## src/rtl/wgmt_seq.sv

```systemverilog
// -----------------------------------------------------------------------------
// wgmt_seq -- burst sequencer placed directly upstream of WGMT.
//
// On an accepted start the block latches a burst length, a pulse-width code
// and an inter-pulse gap. It then launches WGMT burst_n times through st/MT.
// After each launch it waits for end_PW, then idles for gap clk cycles before
// the next launch. It reports progress (cnt), completion (done) and activity
// (busy).
//
// Optional feature (macro WGMT_SEQ_TIMEOUT_EN):
//   A TO_W-bit watchdog bounds the time spent waiting for end_PW. On expiry
//   the block raises the sticky err flag and finishes the burst through DONE.
//   Without the macro, WAIT_PW waits indefinitely and err is tied 0.
//
// Parameters:
//   MT_W   width of the pulse-width code forwarded to WGMT.MT
//   N_W    width of the burst length and pulse counter
//   GAP_W  width of the inter-pulse gap, in clk cycles
//   TO_W   width of the watchdog counter (used only with the macro)
//
// Ports:
//   clk       in   system clock, rising edge
//   rst       in   asynchronous active-high reset
//   start     in   burst request, sampled only in IDLE
//   burst_n   in   pulses per burst, latched on start
//   width_mt  in   pulse-width code, latched on start
//   gap       in   idle cycles between pulses, latched on start
//   end_PW    in   one-cycle end-of-pulse marker from WGMT
//   st        out  one-cycle launch strobe to WGMT
//   MT        out  latched pulse-width code to WGMT
//   busy      out  high in every state except IDLE
//   done      out  one-cycle burst-complete strobe
//   cnt       out  pulses completed in the current or last burst
//   err       out  sticky watchdog abort flag
// -----------------------------------------------------------------------------
module wgmt_seq #(
  parameter int MT_W  = 11,
  parameter int N_W   = 8,
  parameter int GAP_W = 16,
  parameter int TO_W  = 20
) (
  input  logic             clk,
  input  logic             rst,
  input  logic             start,
  input  logic [N_W-1:0]   burst_n,
  input  logic [MT_W-1:0]  width_mt,
  input  logic [GAP_W-1:0] gap,
  input  logic             end_PW,
  output logic             st,
  output logic [MT_W-1:0]  MT,
  output logic             busy,
  output logic             done,
  output logic [N_W-1:0]   cnt,
  output logic             err
);

  typedef enum logic [2:0] {
    S_IDLE,
    S_FIRE,
    S_WAIT_PW,
    S_GAP,
    S_DONE
  } state_t;

  state_t state, state_nxt;

  logic [N_W-1:0]   burst_q;
  logic [N_W-1:0]   cnt_q;
  logic [N_W-1:0]   cnt_inc;
  logic [GAP_W-1:0] gap_q;
  logic [GAP_W-1:0] gap_cnt;
  logic [MT_W-1:0]  mt_q;
  logic             accept;
  logic             pw_end;
  logic             timeout;

  assign accept  = (state == S_IDLE) && start;
  // end_PW is only meaningful while a pulse is outstanding.
  assign pw_end  = (state == S_WAIT_PW) && end_PW;
  assign cnt_inc = cnt_q + N_W'(1);

`ifdef WGMT_SEQ_TIMEOUT_EN
  // Watchdog: cleared in FIRE (the only way into WAIT_PW), then counts each
  // cycle spent in WAIT_PW. Expiry fires on the edge where the count would
  // reach all-ones, so exactly 2^TO_W-1 cycles are spent waiting.
  localparam logic [TO_W-1:0] WD_LAST = {TO_W{1'b1}} - TO_W'(1);

  logic [TO_W-1:0] wd_q;
  logic            err_q;

  assign timeout = (state == S_WAIT_PW) && !end_PW && (wd_q == WD_LAST);

  always_ff @(posedge clk or posedge rst) begin
    if (rst) begin
      wd_q  <= '0;
      err_q <= 1'b0;
    end else begin
      if (state == S_FIRE) begin
        wd_q <= '0;
      end else if (state == S_WAIT_PW) begin
        wd_q <= wd_q + TO_W'(1);
      end

      if (accept) begin
        err_q <= 1'b0;
      end else if (timeout) begin
        err_q <= 1'b1;
      end
    end
  end

  assign err = err_q;
`else
  assign timeout = 1'b0;
  assign err     = 1'b0;
`endif

  // State register.
  always_ff @(posedge clk or posedge rst) begin
    if (rst) begin
      state <= S_IDLE;
    end else begin
      state <= state_nxt;
    end
  end

  // Next-state logic.
  always_comb begin
    // NOTE: default assigned first so every path drives state_nxt; a missing
    // branch would otherwise infer a latch.
    state_nxt = state;
    unique case (state)
      S_IDLE: begin
        if (start) begin
          // burst_n is the value being latched this edge.
          state_nxt = (burst_n == '0) ? S_DONE : S_FIRE;
        end
      end
      S_FIRE: begin
        state_nxt = S_WAIT_PW;
      end
      S_WAIT_PW: begin
        if (end_PW) begin
          if (cnt_inc == burst_q) begin
            state_nxt = S_DONE;
          end else if (gap_q == '0) begin
            state_nxt = S_FIRE;
          end else begin
            state_nxt = S_GAP;
          end
        end else if (timeout) begin
          state_nxt = S_DONE;
        end
      end
      S_GAP: begin
        // gap_cnt enters at gap (>=1); leaving on 1 gives exactly gap cycles.
        if (gap_cnt <= GAP_W'(1)) begin
          state_nxt = S_FIRE;
        end
      end
      S_DONE: begin
        state_nxt = S_IDLE;
      end
      default: begin
        state_nxt = S_IDLE;
      end
    endcase
  end

  // Burst parameters, pulse counter and gap counter.
  always_ff @(posedge clk or posedge rst) begin
    if (rst) begin
      // NOTE: sequential state uses non-blocking assignments so every register
      // samples pre-edge values regardless of statement order.
      burst_q <= '0;
      gap_q   <= '0;
      mt_q    <= '0;
      cnt_q   <= '0;
      gap_cnt <= '0;
    end else begin
      if (accept) begin
        burst_q <= burst_n;
        gap_q   <= gap;
        mt_q    <= width_mt;
        cnt_q   <= '0;
      end else if (pw_end) begin
        cnt_q <= cnt_inc;
      end

      if (pw_end) begin
        gap_cnt <= gap_q;
      end else if (state == S_GAP) begin
        gap_cnt <= gap_cnt - GAP_W'(1);
      end
    end
  end

  // Outputs decode straight from registers, so they are glitch-free.
  assign st   = (state == S_FIRE);
  assign done = (state == S_DONE);
  assign busy = (state != S_IDLE);
  assign MT   = mt_q;
  assign cnt  = cnt_q;

endmodule

```

## config.mk

```make
export PLATFORM = sky130hd
export DESIGN_NAME = wgmt_seq
export DESIGN_NICKNAME = d
export VERILOG_FILES = /design/src/rtl/wgmt_seq.sv
export SDC_FILE = /design/constraint.sdc
export NUM_CORES = 1
export LEC_CHECK = 0
export ABC_AREA = 0
export CAP_MARGIN = 10
export CORE_MARGIN = 1.5
export CORE_UTILIZATION = 48
export CTS_BUF_LIST = sky130_fd_sc_hd__clkbuf_8
export DETAILED_ROUTE_END_ITERATION = 6
export PLACE_DENSITY_LB_ADDON = 0.2
export SYNTH_ARGS = -nofsm -noshare
export SYNTH_HDL_FRONTEND = slang
export SYNTH_SLANG_ARGS = --single-unit
```

## constraint.sdc

```tcl
create_clock -name clk -period 2.1 [get_ports clk]
set_input_delay 0.21 -clock clk [delete_from_list [all_inputs] [get_ports clk]]
set_output_delay 0.21 -clock clk [all_outputs]
set_load 0.02 [all_outputs]
```

==> impl_metrics.toml <==
[outcome]
outcome = "completed"

[sta]
hold_viol = 0
drv_slew = 0
finalCritPeriodShare = 0.975
rsz0062_at_grt = "yes"
clock.fmax_mhz = 489
maxSlewHeadroom = 0.656
tns_ps = 0
setup_viol = 0
skew_ps = 7.97
finalCriticalPeriod_ps = 2050
worst_pin_slew_ps = 512

[critical_path]
cpMaxStageDelayCell = "or4_4"
crit_path_end_kind = "flop"
critPathLaunchType = "flop"
max_stage_delay_ps = 530
path_delay_family = "simple AND/OR/NAND/NOR gates"
path_class = "reg -> reg"
cp.arrival_ps = 2260
path_buf_inv = 0
cp_max_fo = 4
required_ps = 2310
worstPathCellList = "or4_4 > or2_4 > or3_4 > o211ai_1 > o311ai_1"

[yosys]
synth_seq_cells = 62
syn_inst = 286
async_flop_share = 1.00
synth_edf_count = 0
synth_flop_cell = "dfrtp_1"
synth_cell_types = 52
syn_area_mm2 = 0.00307
synth_top_area_frac = 0.505
yosys_warnings = 0
synthTopCellsByArea = "dfrtp_1, mux2_2, nand2_1"
syn_nets = 328
ys_seq_area_frac = 0.505
syn_area_per_cell_um2 = 10.7
synth_top_area_cell = "dfrtp_1"

[worst_hold_path]
min_path_type = "in -> async"

[layout]
layout_common_cells = "dfrtp_1, clkdlybuf4s50_1, mux2_2"
area_growth_pct = 31.8
finalNonFillerCells = 436
layout_commonest_cell = "dfrtp_1"
drive_above_1_share = 0.208
antenna_cells = 0
nets = 399
fin_area_mm2 = 0.00405

[power_and_ir_drop]
ir_drop_mv = 0.913
p_per_area_mw_per_mm2 = 788
fin_total_pwr_uw = 3190
p_leak_uw = 0.00173

[clocking]
cts_sinks = 62
cts_tree = "done"
clock_latency_ps = 340
numCtsBuffers = 9
clockBufferDepth = 2
path_clk_slew_ps = 70
htreeDepth = 3
cts_root_buffer = "clkbuf_8"

[global_route]
use_met2 = 0.324
grt_overflow = 0
antenna_found_initial = 0
met3_usage = 0.0984
grtUsageMet1 = 0.283
grt_start_max_net_pins = 63
track_usage = 0.217
grt-busiest-layer = "met2"
grt_pass1_wl_um = 11900
grt_pass1_vias = 2541

[place]
portBuffers = 60
dpl.hpwl_um = 4840
dp.cells = 420
gp_congestion = 0.819
dpl-instance-area_mm2 = 0.00384

[floorplanning]
die_h_um = 83.0
die_w_um = 83.0
row_count = 28
boundaryPins = 62
start_util = 0.507
core_mm2 = 0.00606
fp.dieArea_mm2 = 0.00689

[routing]
dr_total_vias = 2458
drc = 0
dr.pass1.iters = 4
post_drt_wl_per_cell_um = 15.8
finalWirelength_um = 6900
drtIter0Drc = 157
viasPerCell = 5.64
ant_nets = 0

[job]
max_cap_viol_count = 0
sequential cells by signal, summed over array words and instances, names as in the netlist:
| register | flops |
|---|---|
| gap_q | 16 |
| gap_cnt | 16 |
| MT | 11 |
| cnt | 8 |
| state | 3 |
| burst_q | 8 |
kinds of logic (layout without fill, tap and decap cells):
| logic type | after synthesis | in the layout | share of synthesized area |
|---|---|---|---|
| compound gates | 59 | 59 | 0.130 |
| buf+inv | 24 | 99 | 0.0350 |
| mux | 34 | 34 | 0.125 |
| xor+xnor | 9 | 9 | 0.0305 |
| other cells | 1 | 1 | 0.00122 |
| simple gates | 94 | 94 | 0.162 |
| flops | 62 | 62 | 0.505 |
| fa+ha+maj | 3 | 3 | 0.0122 |
layer usage:
layer / vias to the layer above / wire [um]
met2: 71 / 3150
met1: 1190 / 3220
met5: - / 0
met4: 0 / 51
met3: 6 / 488
li1: 1191 / -
stage by stage:
| stage | hold WS [ps] | utilization | setup WS, ps |
|---|---|---|---|
| after floorplan | 327 | - | 55.2 |
| final | 242 | 0.668 | 53.5 |
| after global routing | 267 | 0.668 | -0.875 |
| after CTS | 254 | 0.665 | 30.6 |
| after detailed placement | 496 | 0.634 | -29.9 |
| after global placement | 488 | 0.634 | 37.5 |
Yosys cell counts, types with 2 or more instances:
master	number
clkbuf_1	9
mux2_2	34
and3_1	2
nor2b_1	2
nor3_1	4
xnor2_1	5
nor2_1	19
a221o_1	6
o22ai_1	3
o211ai_1	6
nand2b_1	2
nand3_1	9
xor2_1	3
o31ai_1	3
dfrtp_1	62
o41ai_1	2
buf_2	5
nand3b_1	2
nand2_1	27
ha_1	3
nand4_1	3
o311ai_0	2
or3_1	5
nor4_1	8
o21ai_0	19
a21oi_1	8
inv_1	8
worst paths after layout:
kind | start | cells after the start | slack (ps) | endpoint
setup / recovery | gap_cnt[2] | 5 | 50 | gap_cnt[13]
hold / removal | rst | 3 | 240 | MT[3]
setup reg to reg | gap_cnt[2] | 5 | 50 | gap_cnt[13]
hold reg to reg | MT[4] | 1 | 510 | MT[4]
max in group asynchronous | rst | 3 | 1570 | cnt[2]
min in group clk | gap[11] | 2 | 470 | gap_q[11]
what timing repair did:
| item | in CTS | in global routing |
|---|---|---|
| pin swaps | 0 | 5 |
| endpoints found under the setup margin | 1 | 5 |
| hold endpoints to repair | 0 | 0 |
| hold buffers | 0 | 0 |
| resized for setup | 2 | 3 |
| setup buffers | 0 | 1 |
worst min-delay path, cell delays in order:
cell             delay (ps)
clkdlybuf4s50_1         410
inv_2                    70
buf_12                  290
layout make-up:
| type | count | area, um^2 |
|---|---|---|
| inverter | 8 | 30.0 |
| timing repair buffer | 76 | 748 |
| multi-input combinational | 200 | 1430 |
| tap | 75 | 93.8 |
| clock buffer | 10 | 138 |
| clock inverter | 5 | 51.3 |
| fill | 465 | 2010 |
| sequential | 62 | 1550 |
power by group:
part           internal (uW)  switching (uW)  leakage [uW]  total [uW]
Combinational            365             336      0.000844         701
Sequential              1340             131      0.000788        1470
Clock                    565             457     0.0000993        1020
Note: power is estimated with default switching activity, not from simulation.
